[src/rtl/rs_chien_root_collector_pkg.sv]
// GF(2^8) constants, shared types and the GF multiplier used by the Chien-search stage.
package rs_chien_root_collector_pkg;

  localparam int unsigned SYMB_WIDTH     = 8;
  localparam int unsigned T_LEN          = 8;
  localparam int unsigned N_LEN          = 255;
  localparam int unsigned POS_WIDTH      = $clog2(N_LEN);
  localparam int unsigned DEG_WIDTH      = $clog2(T_LEN + 1);
  localparam int unsigned CNT_WIDTH      = $clog2(N_LEN + 1);
  localparam int unsigned IDX_WIDTH      = $clog2(T_LEN);
  localparam int unsigned FF_STEP__CHIEN = 2;

  typedef logic [SYMB_WIDTH-1:0] symb_t;
  typedef symb_t [T_LEN:0]       poly_t;
  typedef logic [POS_WIDTH-1:0]  pos_t;
  typedef pos_t [T_LEN-1:0]      pos_arr_t;

  // Field polynomial x^8+x^4+x^3+x^2+1 (low byte), alpha = 2, alpha^-1 = alpha^254.
  localparam symb_t GF_PRIM   = 8'h1D;
  localparam symb_t ALPHA_INV = 8'h8E;

  typedef enum logic [1:0] {IDLE, ISSUE, DRAIN, DONE} chien_state_t;

  function automatic symb_t gf_mult(input symb_t a, input symb_t b);
    symb_t p;
    symb_t aa;
    p  = '0;
    aa = a;
    for (int unsigned i = 0; i < SYMB_WIDTH; i++) begin
      if (b[i]) p = p ^ aa;
      aa = aa[SYMB_WIDTH-1] ? ((aa << 1) ^ GF_PRIM) : (aa << 1);
    end
    return p;
  endfunction

endpackage

[src/rtl/rs_chien_root_collector_if.sv]
// Locator-in / position-list-out handshake bundle of the Chien-search stage.
interface rs_chien_root_collector_if;
  import rs_chien_root_collector_pkg::*;

  logic                 loc_vld_i;
  logic                 loc_rdy_o;
  poly_t                loc_poly_i;
  logic [DEG_WIDTH-1:0] loc_deg_i;
  logic                 res_vld_o;
  logic                 res_rdy_i;
  pos_arr_t             err_pos_o;
  logic [DEG_WIDTH-1:0] err_num_o;
  logic                 dec_fail_o;

  modport slave (
    input  loc_vld_i, loc_poly_i, loc_deg_i, res_rdy_i,
    output loc_rdy_o, res_vld_o, err_pos_o, err_num_o, dec_fail_o
  );

  modport master (
    output loc_vld_i, loc_poly_i, loc_deg_i, res_rdy_i,
    input  loc_rdy_o, res_vld_o, err_pos_o, err_num_o, dec_fail_o
  );

endinterface

[src/rtl/rs_chien_root_collector_gf_poly_eval.sv]
// Pipelined Horner evaluator: register stage after every FF_STEP Horner steps, plus output register.
module rs_chien_root_collector_gf_poly_eval import rs_chien_root_collector_pkg::*; #(
  parameter int unsigned FF_STEP = FF_STEP__CHIEN
) (
  input  logic  clk,
  input  logic  rst_n,
  input  poly_t i_poly,
  input  symb_t i_symb,
  input  logic  i_vld,
  output symb_t o_value,
  output logic  o_vld
);

  localparam int unsigned STEP_DIV = (FF_STEP == 0) ? 1 : FF_STEP;

  symb_t w_acc [T_LEN+1];
  symb_t w_x   [T_LEN];
  logic  w_v   [T_LEN+1];

  assign w_acc[0] = i_poly[T_LEN];
  assign w_x[0]   = i_symb;
  assign w_v[0]   = i_vld;

  // The evaluation point travels with its partial sum; coefficients are held constant upstream.
  for (genvar s = 1; s <= T_LEN; s++) begin : g_step
    symb_t w_sum;
    assign w_sum = gf_mult(w_acc[s-1], w_x[s-1]) ^ i_poly[T_LEN-s];

    if (FF_STEP != 0 && (s % STEP_DIV) == 0) begin : g_reg
      symb_t r_acc;
      logic  r_v;
      always_ff @(posedge clk or negedge rst_n) begin
        if (!rst_n) begin
          r_acc <= '0;
          r_v   <= 1'b0;
        end else begin
          r_acc <= w_sum;
          r_v   <= w_v[s-1];
        end
      end
      assign w_acc[s] = r_acc;
      assign w_v[s]   = r_v;
      if (s < T_LEN) begin : g_x
        symb_t r_x;
        always_ff @(posedge clk or negedge rst_n) begin
          if (!rst_n) r_x <= '0;
          else        r_x <= w_x[s-1];
        end
        assign w_x[s] = r_x;
      end
    end else begin : g_comb
      assign w_acc[s] = w_sum;
      assign w_v[s]   = w_v[s-1];
      if (s < T_LEN) begin : g_x
        assign w_x[s] = w_x[s-1];
      end
    end
  end

  always_ff @(posedge clk or negedge rst_n) begin
    if (!rst_n) begin
      o_value <= '0;
      o_vld   <= 1'b0;
    end else begin
      o_value <= w_acc[T_LEN];
      o_vld   <= w_v[T_LEN];
    end
  end

endmodule

[src/rtl/rs_chien_root_collector.sv]
// RS Chien search: evaluates the BM locator at alpha^-i, collects root positions for Forney.
// Optional RS_CHIEN_EARLY_STOP_EN stops issuing once loc_deg roots have returned.
module rs_chien_root_collector import rs_chien_root_collector_pkg::*; (
  input logic                      aclk,
  input logic                      aresetn,
  rs_chien_root_collector_if.slave bus
);

  chien_state_t         r_state, w_next;
  poly_t                r_poly;
  logic [DEG_WIDTH-1:0] r_deg;
  symb_t                r_symb;
  logic [CNT_WIDTH-1:0] r_iss_cnt;
  logic [CNT_WIDTH-1:0] r_ret_cnt;
  logic [DEG_WIDTH-1:0] r_root_cnt;
  logic                 r_fail;
  logic                 r_dec_fail;
  pos_arr_t             r_pos;

  logic                 w_accept;
  logic                 w_issue;
  logic                 w_ev_vld;
  symb_t                w_ev_value;
  logic [CNT_WIDTH-1:0] w_drain_target;

`ifdef RS_CHIEN_EARLY_STOP_EN
  assign w_drain_target = r_iss_cnt;
`else
  assign w_drain_target = CNT_WIDTH'(N_LEN);
`endif

  always_ff @(posedge aclk or negedge aresetn) begin
    if (!aresetn) r_state <= IDLE;
    else          r_state <= w_next;
  end

  always_comb begin
    w_next   = r_state;
    w_accept = 1'b0;
    w_issue  = 1'b0;
    case (r_state)
      IDLE: begin
        if (bus.loc_vld_i) begin
          w_accept = 1'b1;
          w_next   = ISSUE;
        end
      end
      ISSUE: begin
`ifdef RS_CHIEN_EARLY_STOP_EN
        if (r_deg != '0 && r_root_cnt == r_deg) begin
          w_next = DRAIN;
        end else begin
          w_issue = 1'b1;
          if (r_iss_cnt == CNT_WIDTH'(N_LEN - 1)) w_next = DRAIN;
        end
`else
        w_issue = 1'b1;
        if (r_iss_cnt == CNT_WIDTH'(N_LEN - 1)) w_next = DRAIN;
`endif
      end
      DRAIN: begin
        if (r_ret_cnt == w_drain_target) w_next = DONE;
      end
      DONE: begin
        if (bus.res_rdy_i) w_next = IDLE;
      end
      default: w_next = IDLE;
    endcase
  end

  // Results are attributed to positions purely by return order, independent of evaluator latency.
  always_ff @(posedge aclk or negedge aresetn) begin
    if (!aresetn) begin
      r_poly     <= '0;
      r_deg      <= '0;
      r_symb     <= '0;
      r_iss_cnt  <= '0;
      r_ret_cnt  <= '0;
      r_root_cnt <= '0;
      r_fail     <= 1'b0;
      r_dec_fail <= 1'b0;
      r_pos      <= '0;
    end else begin
      if (w_accept) begin
        r_poly     <= bus.loc_poly_i;
        r_deg      <= bus.loc_deg_i;
        r_symb     <= symb_t'(1);
        r_iss_cnt  <= '0;
        r_ret_cnt  <= '0;
        r_root_cnt <= '0;
        r_fail     <= 1'b0;
        r_dec_fail <= 1'b0;
        r_pos      <= '0;
      end else begin
        if (w_issue) begin
          r_symb    <= gf_mult(r_symb, ALPHA_INV);
          r_iss_cnt <= r_iss_cnt + 1'b1;
        end
        if (w_ev_vld) begin
          r_ret_cnt <= r_ret_cnt + 1'b1;
          if (w_ev_value == '0) begin
            if (r_root_cnt < DEG_WIDTH'(T_LEN)) begin
              r_pos[r_root_cnt[IDX_WIDTH-1:0]] <= POS_WIDTH'(r_ret_cnt);
              r_root_cnt <= r_root_cnt + 1'b1;
            end else begin
              r_fail <= 1'b1;
            end
          end
        end
        if (r_state == DRAIN && w_next == DONE) begin
          r_dec_fail <= r_fail | (r_root_cnt != r_deg);
        end
      end
    end
  end

  rs_chien_root_collector_gf_poly_eval #(
    .FF_STEP (FF_STEP__CHIEN)
  ) u_gf_poly_eval (
    .clk     (aclk),
    .rst_n   (aresetn),
    .i_poly  (r_poly),
    .i_symb  (r_symb),
    .i_vld   (w_issue),
    .o_value (w_ev_value),
    .o_vld   (w_ev_vld)
  );

  assign bus.loc_rdy_o  = (r_state == IDLE);
  assign bus.res_vld_o  = (r_state == DONE);
  assign bus.err_pos_o  = r_pos;
  assign bus.err_num_o  = r_root_cnt;
  assign bus.dec_fail_o = r_dec_fail;

endmodule

[src/flat_wrapper.sv]
// flat-port wrapper written by rule: the top's interface ports become plain ports
module rs_chien_root_collector_flat import rs_chien_root_collector_pkg::*;
  (aclk, aresetn, bus_loc_vld_i, bus_loc_poly_i, bus_loc_deg_i, bus_res_rdy_i, bus_loc_rdy_o, bus_res_vld_o, bus_err_pos_o, bus_err_num_o, bus_dec_fail_o);
  rs_chien_root_collector_if bus_i ();
  input logic aclk;
  input logic aresetn;
  input wire logic [$bits(bus_i.loc_vld_i)-1:0] bus_loc_vld_i;
  input wire logic [$bits(bus_i.loc_poly_i)-1:0] bus_loc_poly_i;
  input wire logic [$bits(bus_i.loc_deg_i)-1:0] bus_loc_deg_i;
  input wire logic [$bits(bus_i.res_rdy_i)-1:0] bus_res_rdy_i;
  output wire logic [$bits(bus_i.loc_rdy_o)-1:0] bus_loc_rdy_o;
  output wire logic [$bits(bus_i.res_vld_o)-1:0] bus_res_vld_o;
  output wire logic [$bits(bus_i.err_pos_o)-1:0] bus_err_pos_o;
  output wire logic [$bits(bus_i.err_num_o)-1:0] bus_err_num_o;
  output wire logic [$bits(bus_i.dec_fail_o)-1:0] bus_dec_fail_o;
  assign bus_i.loc_vld_i = bus_loc_vld_i;
  assign bus_i.loc_poly_i = bus_loc_poly_i;
  assign bus_i.loc_deg_i = bus_loc_deg_i;
  assign bus_i.res_rdy_i = bus_res_rdy_i;
  assign bus_loc_rdy_o = bus_i.loc_rdy_o;
  assign bus_res_vld_o = bus_i.res_vld_o;
  assign bus_err_pos_o = bus_i.err_pos_o;
  assign bus_err_num_o = bus_i.err_num_o;
  assign bus_dec_fail_o = bus_i.dec_fail_o;
  rs_chien_root_collector u_core (.aclk(aclk), .aresetn(aresetn), .bus(bus_i));
endmodule
[config.mk]
export PLATFORM = sky130hd
export DESIGN_NAME = rs_chien_root_collector_flat
export DESIGN_NICKNAME = d
export VERILOG_FILES = /design/src/rtl/rs_chien_root_collector_pkg.sv /design/src/rtl/rs_chien_root_collector_if.sv /design/src/rtl/rs_chien_root_collector_gf_poly_eval.sv /design/src/rtl/rs_chien_root_collector.sv /design/src/flat_wrapper.sv
export SDC_FILE = /design/constraint.sdc
export NUM_CORES = 1
export LEC_CHECK = 0
export CORE_MARGIN = 4
export CORE_UTILIZATION = 50
export DETAILED_ROUTE_END_ITERATION = 12
export PLACE_DENSITY = 0.7
export REMOVE_ABC_BUFFERS = 1
export SYNTH_ARGS = -nofsm -noshare
export SYNTH_HDL_FRONTEND = slang
export SYNTH_SLANG_ARGS = --single-unit
[constraint.sdc]
create_clock -name aclk -period 5.6 [get_ports aclk]
set_clock_uncertainty 0.1 [all_clocks]
set_input_delay 1.12 -clock aclk [delete_from_list [all_inputs] [get_ports aclk]]
set_output_delay 1.12 -clock aclk [all_outputs]
set_load 0.02 [all_outputs]
# Word-level counts from Yosys, hierarchy flattened
# Index checks and enable logic that the tools add are counted.
dict set report totals {
  output_inout_bits 71
  inputBits 80
  register_bits 241
  elab_cells 358
}
dict set report classes {
  muxes 164
  n_eq_ne 8
  n_reduce_logical 11
  n_addsub 3
  bitwise 131
  n_lt_le_gt_ge 3
}
# operator count
set op_table {}
lappend op_table {{8-bit 2-to-1 mux} 77}
lappend op_table {{8-bit XOR} 67}
lappend op_table {{5-bit 2-to-1 mux} 63}
lappend op_table {{64-bit 2-to-1 mux} 4}
lappend op_table {{4-bit inverter} 63}
lappend op_table {{64-bit bitwise mux} 1}
lappend op_table {{8-bit demux with 3-bit select} 1}
lappend op_table {{8-bit by 1-bit adder with 8-bit output, second input constant} 2}
lappend op_table {{8-bit equality test, second input constant} 2}
lappend op_table {{4-bit 2-to-1 mux} 4}
lappend op_table {{2-bit nonzero test} 5}
lappend op_table {{1-bit 2-to-1 mux} 9}
lappend op_table {{8-bit zero test} 1}
lappend op_table {{2-bit 2-to-1 mux} 4}
lappend op_table {{2-bit case mux with 4 select lines} 1}
lappend op_table {{2-bit equality test, second input constant} 3}
lappend op_table {{3-bit AND reduction} 2}
lappend op_table {{4-bit by 1-bit adder with 4-bit output, second input constant} 1}
lappend op_table {{3-bit by 4-bit less-than comparator with 1-bit output, second input constant} 1}
lappend op_table {{4-bit less-than comparator, second input constant} 1}
lappend op_table {{4-bit != test} 1}
lappend op_table {{3-bit by 1-bit greater-or-equal comparator with 1-bit output, second input constant} 1}
lappend op_table {{2-bit by 1-bit equality test with 1-bit output, second input constant} 1}
lappend op_table {{1-bit logical AND} 2}
lappend op_table {{other kinds (3)} 3}

# Depth between registers and ports, before layout
# Gate-level depths: netlist of the first run.
dict set report depth {
  ltp_word 34
  ltp_mapped 14
  ltp_nobuf 11
}

# Modules after synthesis
# A second synthesis of the first run with hierarchy kept.
dict set report hier_totals {
  cells_unflattened 2071
  area_unflattened_um2 19500.0
}
# mod n_inst cells_each seq_area_each_um2 area_per_inst_um2
set modules_own_cells {}
lappend modules_own_cells {rs_chien_root_collector_gf_poly_eval 1 1511 1726.7 12338.1}
lappend modules_own_cells {rs_chien_root_collector 1 560 4304.1 7161.9}

# Least setup slack after synthesis of the first run
# Ideal clock, no wire load.
dict set report synth_path {
  kind {register to register}
  startpoint {register u_core.u_gf_poly_eval.g_step[4].g_reg.r_acc[7]}
  endpoint {register u_core.u_gf_poly_eval.g_step[6].g_reg.r_acc[3]}
  path_stages_with_launch 13
  t_arrival_ps 3511
  required_ps 5375
  setup_ps 125
  n_path_buf 1
  path_slack_ps 1864
  synth_period_minus_slack_ps 3736
  path_cell_list {dfrtp_1 > buf_2 > xnor2_1 > xor2_1 > nand2_1 > xnor2_1 > xor3_1 > xnor3_2 > xnor2_1 > or2_0 > xnor2_1 > xnor3_1 > xnor2_1}
}
dict set report synth_between {
  elab_chain_cells 33
  elab_cells_between_ends 59
}
# item line_no
set synth_rtl {}
lappend synth_rtl {{from (decl)} rs_chien_root_collector_gf_poly_eval.sv:30} ;# symb_t r_acc;
lappend synth_rtl {{from (signal assigned)} rs_chien_root_collector_gf_poly_eval.sv:37} ;# r_acc <= w_sum;
lappend synth_rtl {{5-bit 2-to-1 mux} rs_chien_root_collector_pkg.sv:31} ;# aa = aa[SYMB_WIDTH-1] ? ((aa << 1) ^ GF_PRIM) : (aa << 1);
lappend synth_rtl {{8-bit XOR} rs_chien_root_collector_pkg.sv:30} ;# if (b[i]) p = p ^ aa;
lappend synth_rtl {{8-bit 2-to-1 mux} rs_chien_root_collector_pkg.sv:30}
lappend synth_rtl {{8-bit XOR} rs_chien_root_collector_pkg.sv:30}
lappend synth_rtl {{8-bit 2-to-1 mux} rs_chien_root_collector_pkg.sv:30}
lappend synth_rtl {{8-bit XOR} rs_chien_root_collector_pkg.sv:30}
lappend synth_rtl {{8-bit 2-to-1 mux} rs_chien_root_collector_pkg.sv:30}
lappend synth_rtl {{8-bit XOR} rs_chien_root_collector_pkg.sv:30}
lappend synth_rtl {{[18 not listed]} -}
lappend synth_rtl {{8-bit XOR} rs_chien_root_collector_pkg.sv:30}
lappend synth_rtl {{8-bit 2-to-1 mux} rs_chien_root_collector_pkg.sv:30}
lappend synth_rtl {{8-bit XOR} rs_chien_root_collector_pkg.sv:30}
lappend synth_rtl {{8-bit 2-to-1 mux} rs_chien_root_collector_pkg.sv:30}
lappend synth_rtl {{8-bit XOR} rs_chien_root_collector_pkg.sv:30}
lappend synth_rtl {{8-bit 2-to-1 mux *} rs_chien_root_collector_pkg.sv:30}
lappend synth_rtl {{8-bit XOR *} rs_chien_root_collector_gf_poly_eval.sv:27} ;# assign w_sum = gf_mult(w_acc[s-1], w_x[s-1]) ^ i_poly[T_LEN-s];
lappend synth_rtl {{named net u_core.u_gf_poly_eval.g_step[6].w_sum[3]} rs_chien_root_collector_gf_poly_eval.sv:26} ;# symb_t w_sum;
lappend synth_rtl {{to (signal assigned)} rs_chien_root_collector_gf_poly_eval.sv:37}
lappend synth_rtl {{to (decl)} rs_chien_root_collector_gf_poly_eval.sv:30}
# The timed path passes the listed nets; every way through them passes the cells marked *.
# A chain may end at the register's enable or synchronous reset.

# Final worst setup path of the first run
dict set report layout_path {
  startpoint {register u_core.u_gf_poly_eval.g_step[2].g_reg.r_acc[6]}
  endpoint {register u_core.u_gf_poly_eval.g_step[4].g_reg.r_acc[4]}
}
dict set report layout_between {
  elab_chain_cells 31
  elab_cells_between_ends 57
}
# item line_no
set layout_rtl {}
lappend layout_rtl {{from (decl)} rs_chien_root_collector_gf_poly_eval.sv:30}
lappend layout_rtl {{from (signal assigned)} rs_chien_root_collector_gf_poly_eval.sv:37}
lappend layout_rtl {{8-bit XOR or 5-bit 2-to-1 mux (tied branches)} {rs_chien_root_collector_pkg.sv:30, rs_chien_root_collector_pkg.sv:31}}
lappend layout_rtl {{8-bit 2-to-1 mux, or another cell as far along} rs_chien_root_collector_pkg.sv:30}
lappend layout_rtl {{8-bit XOR, or another cell as far along} rs_chien_root_collector_pkg.sv:30}
lappend layout_rtl {{8-bit 2-to-1 mux or 8-bit XOR (tied branches)} rs_chien_root_collector_pkg.sv:30}
lappend layout_rtl {{8-bit XOR or 8-bit 2-to-1 mux (tied branches)} rs_chien_root_collector_pkg.sv:30}
lappend layout_rtl {{8-bit 2-to-1 mux or 8-bit XOR (tied branches)} rs_chien_root_collector_pkg.sv:30}
lappend layout_rtl {{8-bit XOR or 8-bit 2-to-1 mux (tied branches)} rs_chien_root_collector_pkg.sv:30}
lappend layout_rtl {{8-bit 2-to-1 mux or 8-bit XOR (tied branches)} rs_chien_root_collector_pkg.sv:30}
lappend layout_rtl {{[16 not listed]} -}
lappend layout_rtl {{8-bit XOR} rs_chien_root_collector_pkg.sv:30}
lappend layout_rtl {{8-bit 2-to-1 mux} rs_chien_root_collector_pkg.sv:30}
lappend layout_rtl {{8-bit XOR} rs_chien_root_collector_pkg.sv:30}
lappend layout_rtl {{8-bit 2-to-1 mux} rs_chien_root_collector_pkg.sv:30}
lappend layout_rtl {{8-bit XOR} rs_chien_root_collector_pkg.sv:30}
lappend layout_rtl {{8-bit 2-to-1 mux *} rs_chien_root_collector_pkg.sv:30}
lappend layout_rtl {{8-bit XOR *} rs_chien_root_collector_gf_poly_eval.sv:27}
lappend layout_rtl {{named net u_core.u_gf_poly_eval.g_step[4].w_sum[4]} rs_chien_root_collector_gf_poly_eval.sv:26}
# Marked as above.

==> results of run 1 <==
==> kinds of logic after synthesis <==
| kind of cell | count (synthesis) | share of synthesized area (%) |
|---|---|---|
| compound gates | 144 | 4.65 |
| xor+xnor | 628 | 35.7 |
| fa+ha+maj | 4 | 0.263 |
| buf+inv | 175 | 3.94 |
| flops | 241 | 31.6 |
| mux | 99 | 5.28 |
| simple gates | 869 | 18.5 |
==> final timing paths <==
| check | startpoint | endpoint | slack, ns | depth (start not counted) |
|---|---|---|---|---|
| worst max-delay path | u_core.u_gf_poly_eval.g_step[2].g_reg.r_acc[6] | u_core.u_gf_poly_eval.g_step[4].g_reg.r_acc[4] | 1.22 | 11 |
| worst min-delay path | u_core.u_gf_poly_eval.g_step[8].g_reg.r_acc[0] | u_core.u_gf_poly_eval.o_value[0] | 0.24 | 0 |
| worst max register to register | u_core.u_gf_poly_eval.g_step[2].g_reg.r_acc[6] | u_core.u_gf_poly_eval.g_step[4].g_reg.r_acc[4] | 1.22 | 11 |
| worst min register to register | u_core.u_gf_poly_eval.g_step[8].g_reg.r_acc[0] | u_core.u_gf_poly_eval.o_value[0] | 0.24 | 0 |
| max in group asynchronous | aresetn | u_core.r_poly[48] | 3.85 | 2 |
| min in group asynchronous | aresetn | u_core.bus.err_pos_o[14] | 0.41 | 1 |
==> critical path, cell delays in order, from the launching register on <==
cell	delay (ns)
dfrtp_1	0.63
xnor3_1	0.55
xnor2_1	0.32
nand2_1	0.11
xor2_1	0.48
xor2_4	0.38
xor2_2	0.18
xnor2_1	0.61
nor2_1	0.12
xnor2_1	0.19
xnor3_1	0.44
xnor2_1	0.15
==> per-layer routing <==
metal	vias to the layer above	GRT usage, %	routed length (um)
met5	-	0	0
met4	0	6.09	1220
met3	75	2.56	1810
met2	323	37.7	22200
met1	6924	29.9	20800
li1	6931	-	-
==> cell usage after synthesis, types with 6 or more instances <==
cell	count	area share, %
a211oi_1	6	0.24
a21oi_1	46	1.2
a22oi_1	19	0.75
buf_1	22	0.43
buf_2	25	0.66
clkbuf_1	95	1.9
dfrtp_1	241	32
inv_1	23	0.45
mux2_2	13	0.77
mux2i_1	86	4.5
nand2_1	626	12
nand2b_1	22	0.72
nand3_1	22	0.58
nand3b_1	11	0.43
nor2_1	133	2.6
nor2b_1	10	0.33
nor3_1	11	0.29
nor3b_1	7	0.28
o211ai_1	12	0.47
o21ai_0	37	0.97
xnor2_1	376	17
xnor2_2	7	0.60
xnor3_1	63	7.4
xor2_1	156	7.2
xor3_1	12	1.5
==> state kept, by name (all words and copies together) (netlist names) <==
name                                        cells
u_core.r_deg                                    4
u_core.u_gf_poly_eval.g_step.g_reg.r_v          4
u_core.r_fail                                   1
u_core.u_gf_poly_eval.o_value                   8
u_core.bus.err_pos_o                           64
u_core.u_gf_poly_eval.o_vld                     1
u_core.r_ret_cnt                                8
u_core.bus.dec_fail_o                           1
u_core.r_state                                  2
u_core.u_gf_poly_eval.g_step.g_reg.r_acc       32
u_core.r_symb                                   8
u_core.bus.err_num_o                            4
u_core.r_poly                                  72
u_core.r_iss_cnt                                8
u_core.u_gf_poly_eval.g_step.g_reg.g_x.r_x     24
==> layout make-up <==
class                      count  area (sq um)  area share, %
multi-input combinational   1744         12300           56.6
sequential                   241          6030           27.8
timing repair buffer         171          1680           7.72
clock buffer                  36           802           3.69
tap                          511           639           2.94
clock inverter                15           181          0.836
inverter                      23          86.3          0.398
==> metrics by stage <==
stage                     std cells  utilization [%]
final                          2741             57.6
after global routing           2741             57.6
after CTS                      2741             57.6
after detailed placement       2690             55.0
after global placement         2690             55.0
after floorplan                2008                -
==> impl_metrics.json, run 1 <==
{
  "synth.avg_cell_area_sq_um": 8.83,
  "dp_hpwl_mm": 31.4,
  "grt_antenna_before_repair": 0,
  "setup_viol": 0,
  "post-route-drc-count": 0,
  "grt_max_degree": 113,
  "wirelength_mm": 46.0,
  "io_buffers": 150,
  "finalSetupTns_ns": 0,
  "htreeDepth": 1,
  "synth_edf_count": 0,
  "finalHoldViolCount": 0,
  "period_share_pct": 78.2,
  "dieWidth_um": 203,
  "drive_gt1_share_pct": 5.07,
  "slew_headroom_pct": 28.6,
  "max_freq_ghz": 0.228,
  "worstMarginPinSlew_ns": 1.07,
  "ys_types": 64,
  "cts_setup_buffers": 0,
  "n_antenna_cell": 0,
  "outcome": "complete, no violations",
  "final_antenna_net_count": 0,
  "place_ws_ns": 1.28,
  "routedWlPerCell_um": 16.8,
  "row_count": 71,
  "synth_seq_cells": 241,
  "syn_area_sq_um": 19100,
  "period_needed_ns": 4.38,
  "fin_area_sq_um": 21700,
  "placed_area_sq_um": 20700,
  "required_ns": 5.94,
  "rsz0062_at_grt": "no",
  "async_flop_share_pct": 100,
  "drt_pass1_iterations": 5,
  "max_cap_viol_count": 0,
  "layout_common_cells": "625 x nand2_1, 376 x xnor2_1, 241 x dfrtp_1",
  "cts_buffers": 29,
  "finalNetCount": 2294,
  "drt_iter0_drc": 938,
  "final_common_cell": "nand2_1",
  "cts_sinks": 241,
  "finalWeightedCongestion": 0.872,
  "crit_arrival_ns": 4.72,
  "io_pins": 151,
  "cts_tree": "yes",
  "synth-seq-area-share_pct": 31.6,
  "grt_pass1_wl_mm": 75.6,
  "whs_ns": 0.244,
  "num_vias": 14253,
  "clock-root-buffer": "clkbuf_16",
  "slew_violations": 0,
  "crit_type": "reg -> reg",
  "ys.flop_type": "dfrtp_1",
  "hold_path.class": "reg -> reg",
  "grt.total_usage_pct": 22.1,
  "initial_utilization_pct": 50.6,
  "gr-total-overflow": 0,
  "viasPerCell": 5.20,
  "clk_latency_ns": 0.56,
  "dieArea_sq_um": 41300,
  "syn_to_final_growth_pct": 13.9,
  "core_sq_um": 37700,
  "clock_path_buffers": 3,
  "clk_pin_slew_ns": 0.06,
  "n_fill_cell": 3395,
  "cts-hold-fix-buffers": 0,
  "endpoint_kind": "register",
  "syn_inst": 2160,
  "cts_resized": 0,
  "first_global_vias": 14457,
  "worst_slack_ns": 1.22,
  "die_h_um": 203,
  "start_kind": "register",
  "critPathMaxFanout": 11,
  "ys_warn_count": 0
}
Power of run 1 is not shown: default switching activity piles up to over one toggle a cycle in this logic, so the estimate is an artifact.
==> run 2: changes to the inputs <==
- PLACE_DENSITY: 0.7 -> 0.73
- clock period: 5.6 -> 3.73 ns (I/O delays scaled with it)
==> run 2 against run 1 <==
Effect of this change:
- setup slack got worse by 1.1 ns
- worst hold slack got worse by 0.17 ns
- global-route usage increased by 0.94 points
- utilization increased by 4.0 points
- critical path type unchanged
- highest routed layer unchanged
==> impl_metrics.json, run 2 (synthesis gave the netlist of run 1 again) <==
{
  "outcome": "complete, no violations",
  "grt_pass1_wl_mm": 79.1,
  "gr-total-overflow": 0,
  "finalHoldViolCount": 0,
  "grt_antenna_before_repair": 0,
  "period_needed_ns": 3.64,
  "crit_arrival_ns": 4.02,
  "final_common_cell": "nand2_1",
  "initial_utilization_pct": 50.6,
  "core_sq_um": 37700,
  "cts_sinks": 241,
  "clock_path_buffers": 3,
  "num_vias": 15038,
  "cts_buffers": 29,
  "clk_latency_ns": 0.56,
  "io_buffers": 150,
  "finalWeightedCongestion": 0.913,
  "wirelength_mm": 48.4,
  "row_count": 71,
  "dieWidth_um": 203,
  "max_cap_viol_count": 0,
  "r2r_end": "u_core.u_gf_poly_eval.g_step[4].g_reg.r_acc[3]",
  "n_antenna_cell": 0,
  "cts_tree": "yes",
  "syn_to_final_growth_pct": 21.8,
  "slew_violations": 0,
  "endpoint_kind": "register",
  "top_register": "u_core.r_poly",
  "critPathMaxFanout": 4,
  "setup_viol": 0,
  "crit_type": "reg -> reg",
  "final_antenna_net_count": 0,
  "drive_gt1_share_pct": 13.2,
  "viasPerCell": 5.19,
  "finalNetCount": 2449,
  "max_freq_ghz": 0.275,
  "dp_hpwl_mm": 35.0,
  "routedWlPerCell_um": 16.7,
  "worstMarginPinSlew_ns": 0.740,
  "first_global_vias": 15337,
  "post-route-drc-count": 0,
  "rr_startpoint": "u_core.u_gf_poly_eval.g_step[2].g_reg.r_acc[6]",
  "io_pins": 151,
  "hold_path.class": "in -> async",
  "grt_max_degree": 88,
  "clock-root-buffer": "clkbuf_16",
  "drt_pass1_iterations": 8,
  "grt.total_usage_pct": 23.0,
  "start_kind": "register",
  "die_h_um": 203,
  "htreeDepth": 1,
  "largest_register_ffs": 72,
  "drt_iter0_drc": 997,
  "r2r_cells": 12,
  "r2r_setup_slack_ns": 0.09,
  "layout_common_cells": "625 x nand2_1, 356 x xnor2_1, 232 x dfrtp_1",
  "slew_headroom_pct": 50.7,
  "required_ns": 4.10,
  "finalSetupTns_ns": 0,
  "period_share_pct": 97.6,
  "clk_pin_slew_ns": 0.06,
  "dieArea_sq_um": 41300
}
[run 2: cell count changes in the layout (fill, tap and decap cells not counted), sizes merged]
| cell | change |
|---|---|
| clkinvlp | -2 |
| bufinv | +1 |
| inv | -1 |
| clkinv | +2 |
| buf | +155 |
[run 2: worst max-delay path by stage]
stage                                                          end                                            from
floorplan                                 u_core.bus.err_pos_o[35]                               u_core.r_state[1]
global placement    u_core.u_gf_poly_eval.g_step[6].g_reg.r_acc[6]  u_core.u_gf_poly_eval.g_step[4].g_reg.r_acc[6]
detailed placement  u_core.u_gf_poly_eval.g_step[6].g_reg.r_acc[3]  u_core.u_gf_poly_eval.g_step[4].g_reg.r_acc[7]
CTS                 u_core.u_gf_poly_eval.g_step[6].g_reg.r_acc[6]  u_core.u_gf_poly_eval.g_step[4].g_reg.r_acc[6]
global route        u_core.u_gf_poly_eval.g_step[6].g_reg.r_acc[5]  u_core.u_gf_poly_eval.g_step[4].g_reg.r_acc[3]
finish              u_core.u_gf_poly_eval.g_step[4].g_reg.r_acc[3]  u_core.u_gf_poly_eval.g_step[2].g_reg.r_acc[6]
[run 2: worst max-delay path, cell delays in order (launching register included)]
cell	delay, ns
dfrtp_1	0.40
xor3_2	0.46
nand2_1	0.10
xnor3_2	0.47
xnor2_4	0.17
buf_4	0.17
xor2_4	0.18
xnor3_2	0.40
xor2_1	0.19
or4b_4	0.53
nand3_2	0.09
xnor2_1	0.14
xnor2_1	0.15
[run 2: cell type report]
class,instances,area (sq um)
repair buffers,326,2890
clock buffers,36,782
well taps,511,639
flip-flops and latches,241,6040
inverters,23,86.3
multi-input cells,1744,12600
clock inverters,15,198
fillers,3229,14500
[run 2: repair_timing]
| item | in CTS | in global routing |
|---|---|---|
| setup buffers | 0 | 13 |
| pin swaps | 0 | 17 |
| gates cloned | 0 | 0 |
| endpoints found under the hold margin | 0 | 0 |
| endpoints found under the setup margin | 2 | 24 |
| resized for setup | 1 | 55 |
| hold buffers | 0 | 0 |
[run 2: metrics by stage]
step / utilization (%) / instances / hold WS, ns / area (sq um) / worst slack [ns]
after CTS: 60.5 / 2883 / 0.0985 / 22800 / 0.0172
after global routing: 61.6 / 2896 / 0.117 / 23200 / -0.0501
after detailed placement: 57.9 / 2832 / 0.235 / 21800 / -0.0266
after global placement: 57.9 / 2832 / 0.231 / 21800 / 0.0833
final: 61.6 / 2896 / 0.0707 / 23200 / 0.0877
after floorplan: - / 2008 / 0.231 / 18400 / -1.90
[run 2: per-layer routing]
metal | track usage (%) | share of wire (%) | vias to the layer above
met3 | 2.42 | 4.8 | 86
li1 | - | - | 7253
met2 | 39.8 | 49 | 394
met4 | 5.66 | 2.5 | 0
met5 | 0 | 0 | -
met1 | 31.3 | 43 | 7305
Power of run 2 is left out for the same reason.
==> run 3: changes to the inputs <==
- REMOVE_ABC_BUFFERS: 1 -> default
==> run 3 against run 2 <==
Effect of this change:
- sequential share of layout area is 0.13 points higher
- critical path type unchanged
- critical endpoint is now u_core.u_gf_poly_eval.g_step[2].g_reg.r_acc[3]
- utilization is 0.34 points lower
- via count hardly changed
- maximum frequency down 0.29%
==> impl_metrics.json, run 3 (synthesis gave the netlist of run 1 again) <==
{
  "endpoint_kind": "register",
  "hold_path.class": "in -> async",
  "clock-root-buffer": "clkbuf_16",
  "dr.max_layer_used": "met4",
  "period_needed_ns": 3.65,
  "core_sq_um": 37700,
  "num_vias": 15030,
  "htreeDepth": 1,
  "top_register": "u_core.r_poly",
  "required_ns": 4.06,
  "drive_gt1_share_pct": 12.9,
  "grt_max_degree": 155,
  "post-route-drc-count": 0,
  "dieArea_sq_um": 41300,
  "gr-total-overflow": 0,
  "multi_input_area_sq_um": 12600,
  "met1_length_mm": 20.1,
  "clk_pin_slew_ns": 0.06,
  "clk_latency_ns": 0.57,
  "syn_to_final_growth_pct": 21.1,
  "finalNetCount": 2434,
  "die_h_um": 203,
  "met3WireLength_mm": 2.12,
  "grt_antenna_before_repair": 3,
  "setup_viol": 0,
  "max_freq_ghz": 0.274,
  "dieWidth_um": 203,
  "row_count": 71,
  "n_fill_cell": 3153,
  "start_kind": "register",
  "whs_ns": 0.106,
  "period_share_pct": 97.9,
  "final_antenna_net_count": 0,
  "wirelength_mm": 47.8,
  "io_buffers": 150,
  "viasPerCell": 5.21,
  "slew_headroom_pct": 30.1,
  "first_global_vias": 15275,
  "final_common_cell": "nand2_1",
  "cts-hold-fix-buffers": 0,
  "routedWlPerCell_um": 16.6,
  "initial_utilization_pct": 50.6,
  "cts_buffers": 28,
  "drt_iter0_drc": 957,
  "dp_hpwl_mm": 34.2,
  "cts_sinks": 241,
  "seq_area_sq_um": 6040,
  "worstMarginPinSlew_ns": 1.05,
  "outcome": "complete, no violations",
  "finalHoldViolCount": 0,
  "slew_violations": 0,
  "met2_wirelength_mm": 24.1,
  "critPathMaxFanout": 6,
  "grt.total_usage_pct": 22.9,
  "grt_pass1_wl_mm": 78.8,
  "io_pins": 151,
  "rsz0062_at_grt": "yes",
  "finalWeightedCongestion": 0.913,
  "synth_nets": 2244,
  "crit_type": "reg -> reg",
  "drt_pass1_iterations": 7,
  "cts_tree": "yes",
  "layout_common_cells": "624 x nand2_1, 358 x xnor2_1, 234 x dfrtp_1",
  "largest_register_ffs": 72,
  "max_cap_viol_count": 0,
  "crit_arrival_ns": 3.99,
  "clock_path_buffers": 3
}
-- run 3: changes by cell type in the layout (fill, tap and decap cells not counted), sizes merged --
cell      previous run  this run
bufinv               4         1
buf                177       163
clkinv               6         7
inv                 25        28
clkinvlp             3         2
clkbuf              36        37
diode                0         3
-- run 3: critical path, cell delays in order, from the launching register on --
cell	delay, ns
dfrtp_2	0.47
xnor2_1	0.26
xor2_1	0.33
buf_4	0.20
nand2_1	0.07
xnor2_1	0.20
xnor3_1	0.56
xor2_1	0.31
xor2_1	0.24
nand2_1	0.10
xnor3_1	0.33
xnor3_1	0.35
-- run 3: final timing paths --
path | startpoint | to | slack, ns | cells past startpoint
max reg2reg | u_core.r_poly[69] | u_core.u_gf_poly_eval.g_step[2].g_reg.r_acc[3] | 0.08 | 11
max | u_core.r_poly[69] | u_core.u_gf_poly_eval.g_step[2].g_reg.r_acc[3] | 0.08 | 11
max in group asynchronous | aresetn | u_core.bus.err_pos_o[61] | 2.61 | 2
min | aresetn | u_core.bus.err_pos_o[37] | 0.11 | 1
min in group aclk | u_core.u_gf_poly_eval.g_step[4].g_reg.r_v | u_core.u_gf_poly_eval.g_step[6].g_reg.r_v | 0.25 | 0
min reg2reg | u_core.u_gf_poly_eval.g_step[4].g_reg.r_v | u_core.u_gf_poly_eval.g_step[6].g_reg.r_v | 0.25 | 0
-- run 3: per-layer routing --
layer | track usage (%) | vias to the layer above
li1 | - | 7216
met5 | 0 | -
met1 | 30.2 | 7349
met3 | 2.39 | 95
met4 | 7.40 | 0
met2 | 40.0 | 370
-- run 3: area by class of cell --
class | count | area share (%)
multi-input cells | 1744 | 54.5
flip-flops and latches | 241 | 26.2
repair buffers | 312 | 12.1
clock buffers | 37 | 3.45
well taps | 511 | 2.77
clock inverters | 15 | 0.607
inverters | 23 | 0.374
diodes | 3 | 0.0325
-- run 3: what timing repair did --
| item | in CTS | in global routing |
|---|---|---|
| buffers inserted | 0 | 10 |
| setup endpoints to repair | 0 | 22 |
| resized for setup | 0 | 53 |
-- run 3: stage by stage --
stage	utilization [%]	cells	cell area (sq um)	setup TNS [ns]	worst slack (ns)
6_report	61.3	2886	23100	0	0.0773
3_5_place_dp	57.8	2821	21800	0	0.0320
4_1_cts	60.3	2873	22700	0	0.0150
2_1_floorplan	-	2160	19100	0	0.0119
5_1_grt	61.3	2886	23100	-0.111	-0.0378
3_3_place_gp	57.8	2821	21800	0	0.0622
Power of run 3 is left out for the same reason.
